===== src/rtl/alu_exec_unit_pkg.sv =====
// Shared opcode encoding and result-entry layout for the buffered ALU execution unit.
package alu_exec_unit_pkg;

  localparam int unsigned OPC_W     = 6;
  localparam int unsigned XLEN_DEF  = 32;
  localparam int unsigned ROB_W_DEF = 4;
  localparam int unsigned ALU_RES_W = 1 + 2 * XLEN_DEF + ROB_W_DEF;

  typedef enum logic [OPC_W-1:0] {
    OP_NOP   = 6'd0,
    OP_ADD   = 6'd1,
    OP_SUB   = 6'd2,
    OP_AND   = 6'd3,
    OP_OR    = 6'd4,
    OP_XOR   = 6'd5,
    OP_SLL   = 6'd6,
    OP_SRL   = 6'd7,
    OP_SRA   = 6'd8,
    OP_SLT   = 6'd9,
    OP_SLTU  = 6'd10,
    OP_ADDI  = 6'd11,
    OP_ANDI  = 6'd12,
    OP_ORI   = 6'd13,
    OP_XORI  = 6'd14,
    OP_SLLI  = 6'd15,
    OP_SRLI  = 6'd16,
    OP_SRAI  = 6'd17,
    OP_SLTI  = 6'd18,
    OP_SLTIU = 6'd19,
    OP_BEQ   = 6'd20,
    OP_BNE   = 6'd21,
    OP_BLT   = 6'd22,
    OP_BGE   = 6'd23,
    OP_BLTU  = 6'd24,
    OP_BGEU  = 6'd25,
    OP_JAL   = 6'd26,
    OP_JALR  = 6'd27,
    OP_LUI   = 6'd28,
    OP_AUIPC = 6'd29,
    OP_L_OP  = 6'd30,
    OP_S_OP  = 6'd31
  } opcode_e;

  // Result-entry layout at the default widths: {jump, target, result, rob}.
  typedef struct packed {
    logic                 jump;
    logic [XLEN_DEF-1:0]  target;
    logic [XLEN_DEF-1:0]  result;
    logic [ROB_W_DEF-1:0] rob;
  } res_entry_t;

endpackage


===== src/rtl/alu_exec_unit_if.sv =====
// Issue-channel and CDB signal bundle for alu_exec_unit.
interface alu_exec_unit_if #(
  parameter int unsigned XLEN  = 32,
  parameter int unsigned ROB_W = 4,
  parameter int unsigned NCH   = 2
);
  import alu_exec_unit_pkg::*;

  logic [NCH-1:0]                 in_valid;
  logic [NCH-1:0]                 in_ready;
  logic [NCH-1:0][OPC_W-1:0]      in_opcode;
  logic [NCH-1:0][XLEN-1:0]       in_lhs;
  logic [NCH-1:0][XLEN-1:0]       in_rhs;
  logic [NCH-1:0][XLEN-1:0]       in_imm;
  logic [NCH-1:0][XLEN-1:0]       in_pc;
  logic [NCH-1:0][ROB_W-1:0]      in_rob;

  logic                           cdb_valid;
  logic                           cdb_ready;
  logic [ROB_W-1:0]               cdb_rob;
  logic [XLEN-1:0]                cdb_result;
  logic                           cdb_jump;
  logic [XLEN-1:0]                cdb_target;

  modport master (
    output in_valid, in_opcode, in_lhs, in_rhs, in_imm, in_pc, in_rob, cdb_ready,
    input  in_ready, cdb_valid, cdb_rob, cdb_result, cdb_jump, cdb_target
  );

  modport slave (
    input  in_valid, in_opcode, in_lhs, in_rhs, in_imm, in_pc, in_rob, cdb_ready,
    output in_ready, cdb_valid, cdb_rob, cdb_result, cdb_jump, cdb_target
  );

endinterface


===== src/rtl/alu_exec_unit_alu_core.sv =====
// Combinational ALU: integer, compare, branch, jump and address results for one op.
module alu_exec_unit_alu_core
  import alu_exec_unit_pkg::*;
#(
  parameter int unsigned XLEN = 32
) (
  input  logic [OPC_W-1:0] opcode,
  input  logic [XLEN-1:0]  lhs,
  input  logic [XLEN-1:0]  rhs,
  input  logic [XLEN-1:0]  imm,
  input  logic [XLEN-1:0]  pc,
  output logic [XLEN-1:0]  result,
  output logic             jump,
  output logic [XLEN-1:0]  target
);

  localparam int unsigned SH_W = $clog2(XLEN);

  logic [SH_W-1:0] shamt;
  logic [XLEN-1:0] pc_imm;
  logic [XLEN-1:0] pc_link;
  logic [XLEN-1:0] lhs_imm;
  logic            br_taken;

  assign shamt   = rhs[SH_W-1:0];
  assign pc_imm  = pc + imm;
  assign pc_link = pc + XLEN'(4);
  assign lhs_imm = lhs + imm;

  // Branch condition, only meaningful for branch opcodes
  always_comb begin
    br_taken = 1'b0;
    case (opcode)
      OP_BEQ:  br_taken = (lhs == rhs);
      OP_BNE:  br_taken = (lhs != rhs);
      OP_BLT:  br_taken = ($signed(lhs) <  $signed(rhs));
      OP_BGE:  br_taken = ($signed(lhs) >= $signed(rhs));
      OP_BLTU: br_taken = (lhs <  rhs);
      OP_BGEU: br_taken = (lhs >= rhs);
      default: br_taken = 1'b0;
    endcase
  end

  always_comb begin
    result = '0;
    jump   = 1'b0;
    target = '0;
    case (opcode)
      OP_ADD,  OP_ADDI:  result = lhs + rhs;
      OP_SUB:            result = lhs - rhs;
      OP_AND,  OP_ANDI:  result = lhs & rhs;
      OP_OR,   OP_ORI:   result = lhs | rhs;
      OP_XOR,  OP_XORI:  result = lhs ^ rhs;
      OP_SLL,  OP_SLLI:  result = lhs << shamt;
      OP_SRL,  OP_SRLI:  result = lhs >> shamt;
      OP_SRA,  OP_SRAI:  result = XLEN'($signed(lhs) >>> shamt);
      OP_SLT,  OP_SLTI:  result = XLEN'($signed(lhs) < $signed(rhs));
      OP_SLTU, OP_SLTIU: result = XLEN'(lhs < rhs);
      OP_BEQ, OP_BNE, OP_BLT, OP_BGE, OP_BLTU, OP_BGEU: begin
        result = XLEN'(br_taken);
        jump   = br_taken;
        target = pc_imm;
      end
      OP_JAL: begin
        result = pc_link;
        jump   = 1'b1;
        target = pc_imm;
      end
      OP_JALR: begin
        result = pc_link;
        jump   = 1'b1;
        target = lhs_imm & {{(XLEN-1){1'b1}}, 1'b0};
      end
      OP_LUI:            result = imm;
      OP_AUIPC:          result = pc_imm;
      OP_L_OP, OP_S_OP:  result = lhs_imm;
      default: begin
        result = '0;
        jump   = 1'b0;
        target = '0;
      end
    endcase
  end

endmodule


===== src/rtl/alu_exec_unit.sv =====
// Multi-channel ALU execution unit: round-robin issue arbiter, ALU core, and a
// result FIFO draining to the CDB with flush and global-stall support.
module alu_exec_unit
  import alu_exec_unit_pkg::*;
#(
  parameter int unsigned XLEN   = XLEN_DEF,
  parameter int unsigned ROB_W  = ROB_W_DEF,
  parameter int unsigned NCH    = 2,
  parameter int unsigned QDEPTH = 4
) (
  input  logic           clk,
  input  logic           rst,
  input  logic           rdy,
  input  logic           flush,
  alu_exec_unit_if.slave bus
);

  localparam int unsigned IDX_W = (NCH > 1) ? $clog2(NCH) : 1;
  localparam int unsigned PTR_W = $clog2(QDEPTH);
  localparam int unsigned CNT_W = $clog2(QDEPTH + 1);

  typedef struct packed {
    logic             jump;
    logic [XLEN-1:0]  target;
    logic [XLEN-1:0]  result;
    logic [ROB_W-1:0] rob;
  } entry_t;

  entry_t           fifo [QDEPTH];
  logic [PTR_W-1:0] head;
  logic [PTR_W-1:0] tail;
  logic [CNT_W-1:0] count;
  logic [IDX_W-1:0] rr_ptr;
  logic [IDX_W-1:0] rr_nxt;
  logic [IDX_W-1:0] grant_idx;
  logic [NCH-1:0]   grant;
  logic             found;
  int unsigned      scan;
  logic             accept_en;
  logic             space;
  logic             push;
  logic             pop;
  logic [XLEN-1:0]  core_result;
  logic [XLEN-1:0]  core_target;
  logic             core_jump;
  entry_t           wr_entry;

  // Head handshake: valid is masked while stalled; flush suppresses the pop
  assign bus.cdb_valid = (count != '0) & rdy;
  assign pop           = bus.cdb_valid & bus.cdb_ready & ~flush;
  assign space         = (count < CNT_W'(QDEPTH)) | pop;
  assign accept_en     = ~rst & rdy & ~flush & space;

  // Round-robin search: first valid channel at or after rr_ptr
  always_comb begin
    grant     = '0;
    grant_idx = '0;
    found     = 1'b0;
    scan      = 0;
    for (int unsigned k = 0; k < NCH; k++) begin
      scan = (32'(rr_ptr) + k) % NCH;
      if (!found && bus.in_valid[IDX_W'(scan)]) begin
        found     = 1'b1;
        grant_idx = IDX_W'(scan);
      end
    end
    if (found && accept_en) begin
      grant[grant_idx] = 1'b1;
    end
  end

  assign bus.in_ready = grant;
  assign push         = |grant;
  assign rr_nxt       = (32'(grant_idx) == NCH - 1) ? '0 : grant_idx + IDX_W'(1);

  alu_exec_unit_alu_core #(
    .XLEN (XLEN)
  ) u_core (
    .opcode (bus.in_opcode[grant_idx]),
    .lhs    (bus.in_lhs[grant_idx]),
    .rhs    (bus.in_rhs[grant_idx]),
    .imm    (bus.in_imm[grant_idx]),
    .pc     (bus.in_pc[grant_idx]),
    .result (core_result),
    .jump   (core_jump),
    .target (core_target)
  );

  always_comb begin
    wr_entry.jump   = core_jump;
    wr_entry.target = core_target;
    wr_entry.result = core_result;
    wr_entry.rob    = bus.in_rob[grant_idx];
  end

  // FIFO and arbiter state; flush empties the queue but keeps the rr pointer
  always_ff @(posedge clk) begin
    if (rst) begin
      head   <= '0;
      tail   <= '0;
      count  <= '0;
      rr_ptr <= '0;
      for (int i = 0; i < int'(QDEPTH); i++) begin
        fifo[i] <= '0;
      end
    end else if (flush) begin
      head  <= '0;
      tail  <= '0;
      count <= '0;
    end else begin
      if (push) begin
        fifo[tail] <= wr_entry;
        tail       <= tail + PTR_W'(1);
        rr_ptr     <= rr_nxt;
      end
      if (pop) begin
        head <= head + PTR_W'(1);
      end
      case ({push, pop})
        2'b10:   count <= count + CNT_W'(1);
        2'b01:   count <= count - CNT_W'(1);
        default: count <= count;
      endcase
    end
  end

  assign bus.cdb_rob    = fifo[head].rob;
  assign bus.cdb_result = fifo[head].result;
  assign bus.cdb_jump   = fifo[head].jump;
  assign bus.cdb_target = fifo[head].target;

endmodule


===== src/flat_wrapper.sv =====
// flat-port wrapper written by rule: the top's interface ports become plain ports
module alu_exec_unit_flat import alu_exec_unit_pkg::*;
#(
  parameter int unsigned XLEN   = XLEN_DEF,
  parameter int unsigned ROB_W  = ROB_W_DEF,
  parameter int unsigned NCH    = 2,
  parameter int unsigned QDEPTH = 4
)
  (clk, rst, rdy, flush, bus_in_valid, bus_in_opcode, bus_in_lhs, bus_in_rhs, bus_in_imm, bus_in_pc, bus_in_rob, bus_cdb_ready, bus_in_ready, bus_cdb_valid, bus_cdb_rob, bus_cdb_result, bus_cdb_jump, bus_cdb_target);
  alu_exec_unit_if #(.XLEN(XLEN), .ROB_W(ROB_W), .NCH(NCH)) bus_i ();
  input  logic clk;
  input  logic rst;
  input  logic rdy;
  input  logic flush;
  input wire logic [$bits(bus_i.in_valid)-1:0] bus_in_valid;
  input wire logic [$bits(bus_i.in_opcode)-1:0] bus_in_opcode;
  input wire logic [$bits(bus_i.in_lhs)-1:0] bus_in_lhs;
  input wire logic [$bits(bus_i.in_rhs)-1:0] bus_in_rhs;
  input wire logic [$bits(bus_i.in_imm)-1:0] bus_in_imm;
  input wire logic [$bits(bus_i.in_pc)-1:0] bus_in_pc;
  input wire logic [$bits(bus_i.in_rob)-1:0] bus_in_rob;
  input wire logic [$bits(bus_i.cdb_ready)-1:0] bus_cdb_ready;
  output wire logic [$bits(bus_i.in_ready)-1:0] bus_in_ready;
  output wire logic [$bits(bus_i.cdb_valid)-1:0] bus_cdb_valid;
  output wire logic [$bits(bus_i.cdb_rob)-1:0] bus_cdb_rob;
  output wire logic [$bits(bus_i.cdb_result)-1:0] bus_cdb_result;
  output wire logic [$bits(bus_i.cdb_jump)-1:0] bus_cdb_jump;
  output wire logic [$bits(bus_i.cdb_target)-1:0] bus_cdb_target;
  assign bus_i.in_valid = bus_in_valid;
  assign bus_i.in_opcode = bus_in_opcode;
  assign bus_i.in_lhs = bus_in_lhs;
  assign bus_i.in_rhs = bus_in_rhs;
  assign bus_i.in_imm = bus_in_imm;
  assign bus_i.in_pc = bus_in_pc;
  assign bus_i.in_rob = bus_in_rob;
  assign bus_i.cdb_ready = bus_cdb_ready;
  assign bus_in_ready = bus_i.in_ready;
  assign bus_cdb_valid = bus_i.cdb_valid;
  assign bus_cdb_rob = bus_i.cdb_rob;
  assign bus_cdb_result = bus_i.cdb_result;
  assign bus_cdb_jump = bus_i.cdb_jump;
  assign bus_cdb_target = bus_i.cdb_target;
  alu_exec_unit #(.XLEN(XLEN), .ROB_W(ROB_W), .NCH(NCH), .QDEPTH(QDEPTH)) u_core (.clk(clk), .rst(rst), .rdy(rdy), .flush(flush), .bus(bus_i));
endmodule

===== config.mk =====
export PLATFORM = sky130hd
export DESIGN_NAME = alu_exec_unit_flat
export DESIGN_NICKNAME = d
export VERILOG_FILES = /design/src/rtl/alu_exec_unit_pkg.sv /design/src/rtl/alu_exec_unit_if.sv /design/src/rtl/alu_exec_unit_alu_core.sv /design/src/rtl/alu_exec_unit.sv /design/src/flat_wrapper.sv
export SDC_FILE = /design/constraint.sdc
export NUM_CORES = 1
export LEC_CHECK = 0
export BUFFER_PORTS_ARGS = -buffer_cell sky130_fd_sc_hd__buf_2
export CAP_MARGIN = 20
export CORE_UTILIZATION = 43
export CTS_CLUSTER_SIZE = 8
export DETAILED_ROUTE_END_ITERATION = 6
export PLACE_DENSITY_LB_ADDON = 0.15
export SLEW_MARGIN = 0
export SYNTH_ARGS = -nofsm -noshare
export SYNTH_HDL_FRONTEND = slang
export SYNTH_HIERARCHICAL = 1
export SYNTH_SLANG_ARGS = --single-unit

===== constraint.sdc =====
create_clock -name clk -period 15 [get_ports clk]
set_input_delay 3 -clock clk [delete_from_list [all_inputs] [get_ports clk]]
set_output_delay 3 -clock clk [all_outputs]
set_load 0.01 [all_outputs]

==> results.sh, run 1 <==
export IMPL_status="finished clean"
export IMPL_slowest_stage="buf_4"
export IMPL_worstSetupStartpointType="primary input"
export IMPL_yosys_area_top_type_share_pct=29.2
export IMPL_r2r_slack_ns=7.46
export IMPL_power_mw=3.07
export IMPL_slowest_delay_ns=0.66
export IMPL_finalHoldViolCount=0
export IMPL_critPathKind="in -> reg"
export IMPL_postCtsSetupRepairBufs=0
export IMPL_synth_nets=3463
export IMPL_drcViolationCount=0
export IMPL_finalCriticalPeriod_ns=9.77
export IMPL_ys_flop_type="edfxtp_1"
export IMPL_synth_cell_types=96
export IMPL_cp_cell_sequence="buf_2, inv_1, o21ai_4, buf_4, buf_4, mux2_2, inv_1, ha_1, or2_1, or3_1, nor3_1, o21ai_1, a311oi_1, o41ai_1, o221a_2, o211ai_1, inv_1, nor3_1"
export IMPL_place_congestion=1.09
export IMPL_fin_nets=3687
export IMPL_area_delta_synth_final_pct=12.2
export IMPL_timing_final_ws_setup_ns=5.23
export IMPL_rsz0062_at_grt="false"
export IMPL_hp_class="reg -> reg"
export IMPL_hpwl_microns=99000
export IMPL_hp_start="u_core/tail[0]$_SDFFE_PP0P_"
export IMPL_async_reset_ff_share_pct=0
export IMPL_rr_startpoint="u_core/rr_ptr$_SDFFE_PP0P_"
export IMPL_vias=27386
export IMPL_min_path_cells=1
export IMPL_grt_max_degree=72
export IMPL_via_per_inst=6.67
export IMPL_setup_tns_ns=0
export IMPL_arrival_ns=10.14
export IMPL_clock_latency_ns=0.57
export IMPL_routed_wl_microns=129000
export IMPL_yosysMostFrequentCell="nor2_1"
export IMPL_worst_pin_slew_ns=1.10
export IMPL_io_buffer_count=354
export IMPL_dr_pass1_iters=6
export IMPL_cts_sinks=286
export IMPL_synthCells=3014
export IMPL_grt_pass1_wl_microns=182000
export IMPL_report_final_slew_viol_count=0
export IMPL_tritoncts="built"
export IMPL_ant_nets=0
export IMPL_die_area_sq_um=67100
export IMPL_fillerInstances=6158
export IMPL_cp_max_fo=51
export IMPL_routedWlPerCell_microns=31.4
export IMPL_drt_initial_drc_count=3183
export IMPL_hold_buffers=0
export IMPL_critical_path_most_common_cell="inv_1"
export IMPL_cts_buffers_inserted=42
export IMPL_pre_cts_ws_ns=4.99
export IMPL_endpoint_kind="flip-flop"
export IMPL_overflow=0
export IMPL_die_w_microns=259
export IMPL_r2r_end="u_core/fifo[2][31]$_SDFFCE_PN0P_"
export IMPL_synth_edf_count=276
export IMPL_fp_dieH_microns=259
export IMPL_antenna_found_initial=7
export IMPL_synthTopCellsByArea="edfxtp_1 29%, mux4_2 9.7%, ha_1 7.1%"
export IMPL_maxCapViolations=0
export IMPL_leakage_nw=12.1
export IMPL_grtUsageTotal_pct=37.4
export IMPL_cts_buffer_depth=3
export IMPL_setup_violations=0
export IMPL_yosysTopAreaCell="edfxtp_1"
export IMPL_synth_common_cells="298 x nor2_1, 276 x edfxtp_1, 193 x inv_1, 189 x a21oi_1, 178 x nor3_1"
export IMPL_cts_root_buf="clkbuf_16"
export IMPL_clock_skew_ns=0.0172
export IMPL_r2r_cells=16
export IMPL_clkTransAtPathRegs_ns=0.05
export IMPL_hold_end="u_core/tail[0]$_SDFFE_PP0P_"
export IMPL_cts_resized=0
export IMPL_core_area_sq_um=64900
export IMPL_critical_path_required_ns=15.38
export IMPL_ys_warn_count=6
export IMPL_yosys_register_bits=286
export IMPL_vdd_drop_max_mv=0.125
export IMPL_p_per_area_nw_per_um2=96.3
export IMPL_grt_pass1_vias=26097
export IMPL_syn_area_per_cell_sq_um=9.43
export IMPL_htree_num_levels=2
export IMPL_row_count=93
export IMPL_seq_area_frac_synth_pct=29.9
export IMPL_pin_count=355
export IMPL_drive_above_1_share_pct=26.0
export IMPL_max_freq_ghz=0.102
export IMPL_start_util_pct=43.8
export IMPL_slew_headroom_pct=26.2
export IMPL_period_share_pct=65.1
export IMPL_synthesis_area_sq_um=28400
-- stage by stage --
step | hold WS [ns] | util [%] | instance area, sq um | std cells
after floorplan | 0.452 | - | 28400 | 3014
after global placement | 0.468 | 47.3 | 30700 | 4049
after detailed placement | 0.484 | 47.3 | 30700 | 4049
after CTS | 0.505 | 49.1 | 31900 | 4106
after global routing | 0.522 | 49.1 | 31900 | 4106
final | 0.502 | 49.1 | 31900 | 4108
-- area by class of cell --
cell class | count | area (sq um) | area share, %
antenna | 2 | 5.00 | 0.0157
clock buffer | 52 | 1090 | 3.41
clock inverter | 5 | 96.3 | 0.302
inverter | 196 | 736 | 2.31
multi-input combinational | 2312 | 18300 | 57.3
sequential | 286 | 8490 | 26.6
tap | 855 | 1070 | 3.36
timing repair buffer | 400 | 2120 | 6.64
-- flip-flops by register name, indices dropped and copies added, names as in the netlist, named ones only --
name / cells
u_core/fifo: 276
u_core/count: 3
u_core/head: 2
u_core/tail: 2
u_core/rr_ptr: 1
-- worst max-delay path by stage --
stage                                from                                to  slack, ns
after floorplan           bus_in_valid[1]   u_core/fifo[1][0]$_SDFFCE_PN0P_       5.52
after global placement    bus_in_valid[0]  u_core/fifo[2][31]$_SDFFCE_PN0P_       5.29
after detailed placement  bus_in_valid[0]  u_core/fifo[2][31]$_SDFFCE_PN0P_       4.99
after CTS                 bus_in_valid[0]  u_core/fifo[2][31]$_SDFFCE_PN0P_       5.52
after global routing      bus_in_valid[0]  u_core/fifo[2][31]$_SDFFCE_PN0P_       5.14
final                     bus_in_valid[0]  u_core/fifo[2][31]$_SDFFCE_PN0P_       5.23
-- kinds of logic (layout without fill, tap and decap cells) --
group	after synthesis	in the layout	synth area share (%)
AOI/OAI and AO/OA	796	796	19.0
muxes	321	321	17.3
xor gates and xnor gates	98	98	3.02
other	0	2	0
and+or+nand+nor	931	931	17.1
buffers and inverters	416	653	6.24
DFF	286	286	29.9
adders and majority gates	166	166	7.44
-- where the power goes --
part,total (mW),internal [mW],switching [mW]
Sequential,0.924,0.915,0.00937
Combinational,1.28,0.417,0.860
Clock,0.868,0.524,0.344
Total,3.07,1.86,1.21
-- metal layers --
layer | vias to the layer above | GRT usage [%] | wire length, microns | share of wire (%)
met2 | 1637 | 55.7 | 55200 | 43
met1 | 13580 | 53.5 | 55200 | 43
li1 | 11927 | - | - | -
met3 | 232 | 6.56 | 12800 | 9.9
met4 | 10 | 15.2 | 5810 | 4.5
met5 | - | 0 | 57 | 0.044
-- cell usage in the layout (no fill, tap or decap), types with 18 or more instances in the layout --
master     netlist  final
buf_2           47    354
nor2_1         298    297
edfxtp_1       276    276
inv_1          193    193
a21oi_1        189    189
nor3_1         178    175
ha_1           161    161
nand2_1        143    143
mux2_2         143    142
o21ai_0        137    134
mux4_2         123    123
nor3_2          78     80
xnor2_1         60     60
mux2i_1         55     55
nand3_1         47     47
buf_4            6     46
o22ai_1         46     46
a21o_1          43     43
clkbuf_16        0     42
a211oi_1        43     42
o211ai_1        38     38
xor2_1          38     38
a221oi_1        30     30
nand4_1         25     25
a31oi_1         24     24
nand2b_1        23     22
and3_1          22     22
o21bai_1        20     20
a22oi_1         20     20
nor2b_1         18     18
a221o_1         18     18
-- critical path: cells and delay by family --
family | cells | cell delay [ns]
compound gates | 6 | 2.69
buf+inv | 6 | 1.72
simple gates | 4 | 1.52
mux | 1 | 0.59
fa+ha+maj | 1 | 0.50
Power figures use the tool's default switching activity.
==> inputs of run 2 (changes only) <==
==> constraint.sdc (replaced) <==
create_clock -name clk -period 8.68 [get_ports clk]
set_input_delay 1.736 -clock clk [delete_from_list [all_inputs] [get_ports clk]]
set_output_delay 1.736 -clock clk [all_outputs]
set_load 0.01 [all_outputs]
==> results.sh, run 2 (same netlist as run 1, synthesis figures left out) <==
export IMPL_power_switching_mw=2.13
export IMPL_dr_wl_met2_microns=55900
export IMPL_p_seq_share_pct=30.0
export IMPL_largest_reg_flops=276
export IMPL_met1Wirelength_microns=55000
export IMPL_dr_wl_met3_microns=14400
export IMPL_cp_startpoint="bus_in_valid[0]"
export IMPL_slew_headroom_pct=22.7
export IMPL_power_mw=5.32
export IMPL_io_buffer_count=354
export IMPL_hold_buffers=0
export IMPL_maxCapViolations=0
export IMPL_setup_tns_ns=0
export IMPL_htree_num_levels=2
export IMPL_arrival_ns=7.42
export IMPL_worst_pin_slew_ns=1.16
export IMPL_finalCriticalPeriod_ns=7.03
export IMPL_ant_nets=0
export IMPL_start_util_pct=43.8
export IMPL_period_share_pct=80.9
export IMPL_drive_above_1_share_pct=26.7
export IMPL_cts_buffer_depth=3
export IMPL_cts_resized=0
export IMPL_clock_skew_ns=0.0500
export IMPL_fp_dieH_microns=259
export IMPL_clkPwrFrac_pct=27.8
export IMPL_cts_buffers_inserted=42
export IMPL_row_count=93
export IMPL_grt_pass1_wl_microns=188000
export IMPL_worstSetupStartpointType="primary input"
export IMPL_area_delta_synth_final_pct=13.2
export IMPL_drt_initial_drc_count=3805
export IMPL_cp_max_fo=49
export IMPL_clkTransAtPathRegs_ns=0.05
export IMPL_dpl_instance_area_sq_um=31000
export IMPL_grtUsageTotal_pct=38.4
export IMPL_pin_count=355
export IMPL_p_sw_share_pct=39.9
export IMPL_grt_max_degree=83
export IMPL_cts_sinks=286
export IMPL_routed_wl_microns=131000
export IMPL_fin_nets=3724
export IMPL_vias=27636
export IMPL_tritoncts="built"
export IMPL_max_freq_ghz=0.142
export IMPL_hp_start="u_core/head[0]$_SDFFE_PP0P_"
export IMPL_grt_pass1_vias=26337
export IMPL_p_per_area_nw_per_um2=165
export IMPL_hpwl_microns=102000
export IMPL_antenna_found_initial=9
export IMPL_finalHoldViolCount=0
export IMPL_p_int_mw=3.20
export IMPL_die_w_microns=259
export IMPL_dr_pass1_iters=6
export IMPL_routedWlPerCell_microns=31.7
export IMPL_critPathKind="in -> reg"
export IMPL_place_congestion=1.08
export IMPL_overflow=0
export IMPL_fillerInstances=6169
export IMPL_final_area_sq_um=32200
export IMPL_hp_class="reg -> reg"
export IMPL_hold_slack_ns=0.497
export IMPL_final_cell_mix="354 x buf_2, 297 x nor2_1, 276 x edfxtp_1, 193 x inv_1, 189 x a21oi_1"
export IMPL_report_final_slew_viol_count=0
export IMPL_vdd_drop_max_mv=0.124
export IMPL_rr_startpoint="u_core/rr_ptr$_SDFFE_PP0P_"
export IMPL_leakage_nw=12.3
export IMPL_critical_path_required_ns=9.07
export IMPL_endpoint_kind="flip-flop"
export IMPL_via_per_inst=6.66
export IMPL_regMostFlops="u_core/fifo"
export IMPL_postCtsSetupRepairBufs=0
export IMPL_mostFrequentLayoutCell="buf_2"
export IMPL_status="finished clean"
export IMPL_drcViolationCount=0
export IMPL_largest_registers="u_core/fifo: 276 flops, u_core/count: 3 flops"
export IMPL_core_area_sq_um=64900
export IMPL_rsz0062_at_grt="false"
export IMPL_cts_root_buf="clkbuf_16"
export IMPL_setup_violations=0
export IMPL_clock_latency_ns=0.57
export IMPL_topRoutingLayerUsed="met5"
export IMPL_die_area_sq_um=67100
export IMPL_comb_power_share_pct=42.2
-- run 2: final timing paths --
path	to	slack, ns	cells past startpoint
worst min-delay path	flip-flop	0.50	2
worst max register to register	u_core/fifo[2][4]$_SDFFCE_PN0P_	2.56	14
worst min register to register	flip-flop	0.50	2
worst max-delay path	u_core/fifo[2][4]$_SDFFCE_PN0P_	1.65	16
-- run 2: stage by stage --
step / instances / setup WS [ns] / util (%)
finish: 4147 / 1.65 / 49.6
global route: 4145 / 1.59 / 49.6
CTS: 4145 / 1.81 / 49.6
detailed placement: 4086 / 1.23 / 47.7
global placement: 4085 / 0.934 / 47.7
floorplan: 3014 / 0.467 / -
-- run 2: worst max-delay path, cell delays in order --
cell	delay, ns
buf_2	0.10
inv_1	0.10
o21ai_4	0.53
buf_12	0.35
mux2_2	0.53
inv_1	0.09
ha_1	0.58
or3_1	0.52
or4_1	0.51
nor3_1	0.73
nand4_1	0.51
a41oi_1	0.45
o221ai_1	0.19
nand4_1	0.14
inv_1	0.10
nor3_1	0.21
-- run 2: final cells by class --
cell class / instances / area [sq um] / area share, %
Antenna cell: 2 / 5.00 / 0.0155
Clock buffer: 54 / 1100 / 3.40
Clock inverter: 5 / 85.1 / 0.264
Inverter: 196 / 736 / 2.29
Multi-Input combinational cell: 2312 / 18300 / 56.8
Sequential cell: 286 / 8490 / 26.4
Tap cell: 855 / 1070 / 3.32
Timing Repair Buffer: 437 / 2430 / 7.54
-- run 2: routing by layer --
metal  global-route usage, %  vias to the layer above
li1                        -                    12018
met2                    56.0                     1719
met1                    53.6                    13623
met3                    9.66                      270
met4                    16.3                        6
met5                       0                        -
-- run 2: power groups by stage --
stage,clock [mW],combinational [mW],sequential [mW]
global placement,0,2.15,1.62
floorplan,0,1.36,1.63
CTS,1.51,2.16,1.60
finish,1.48,2.25,1.60
detailed placement,0,2.15,1.62
global route,1.56,2.35,1.60
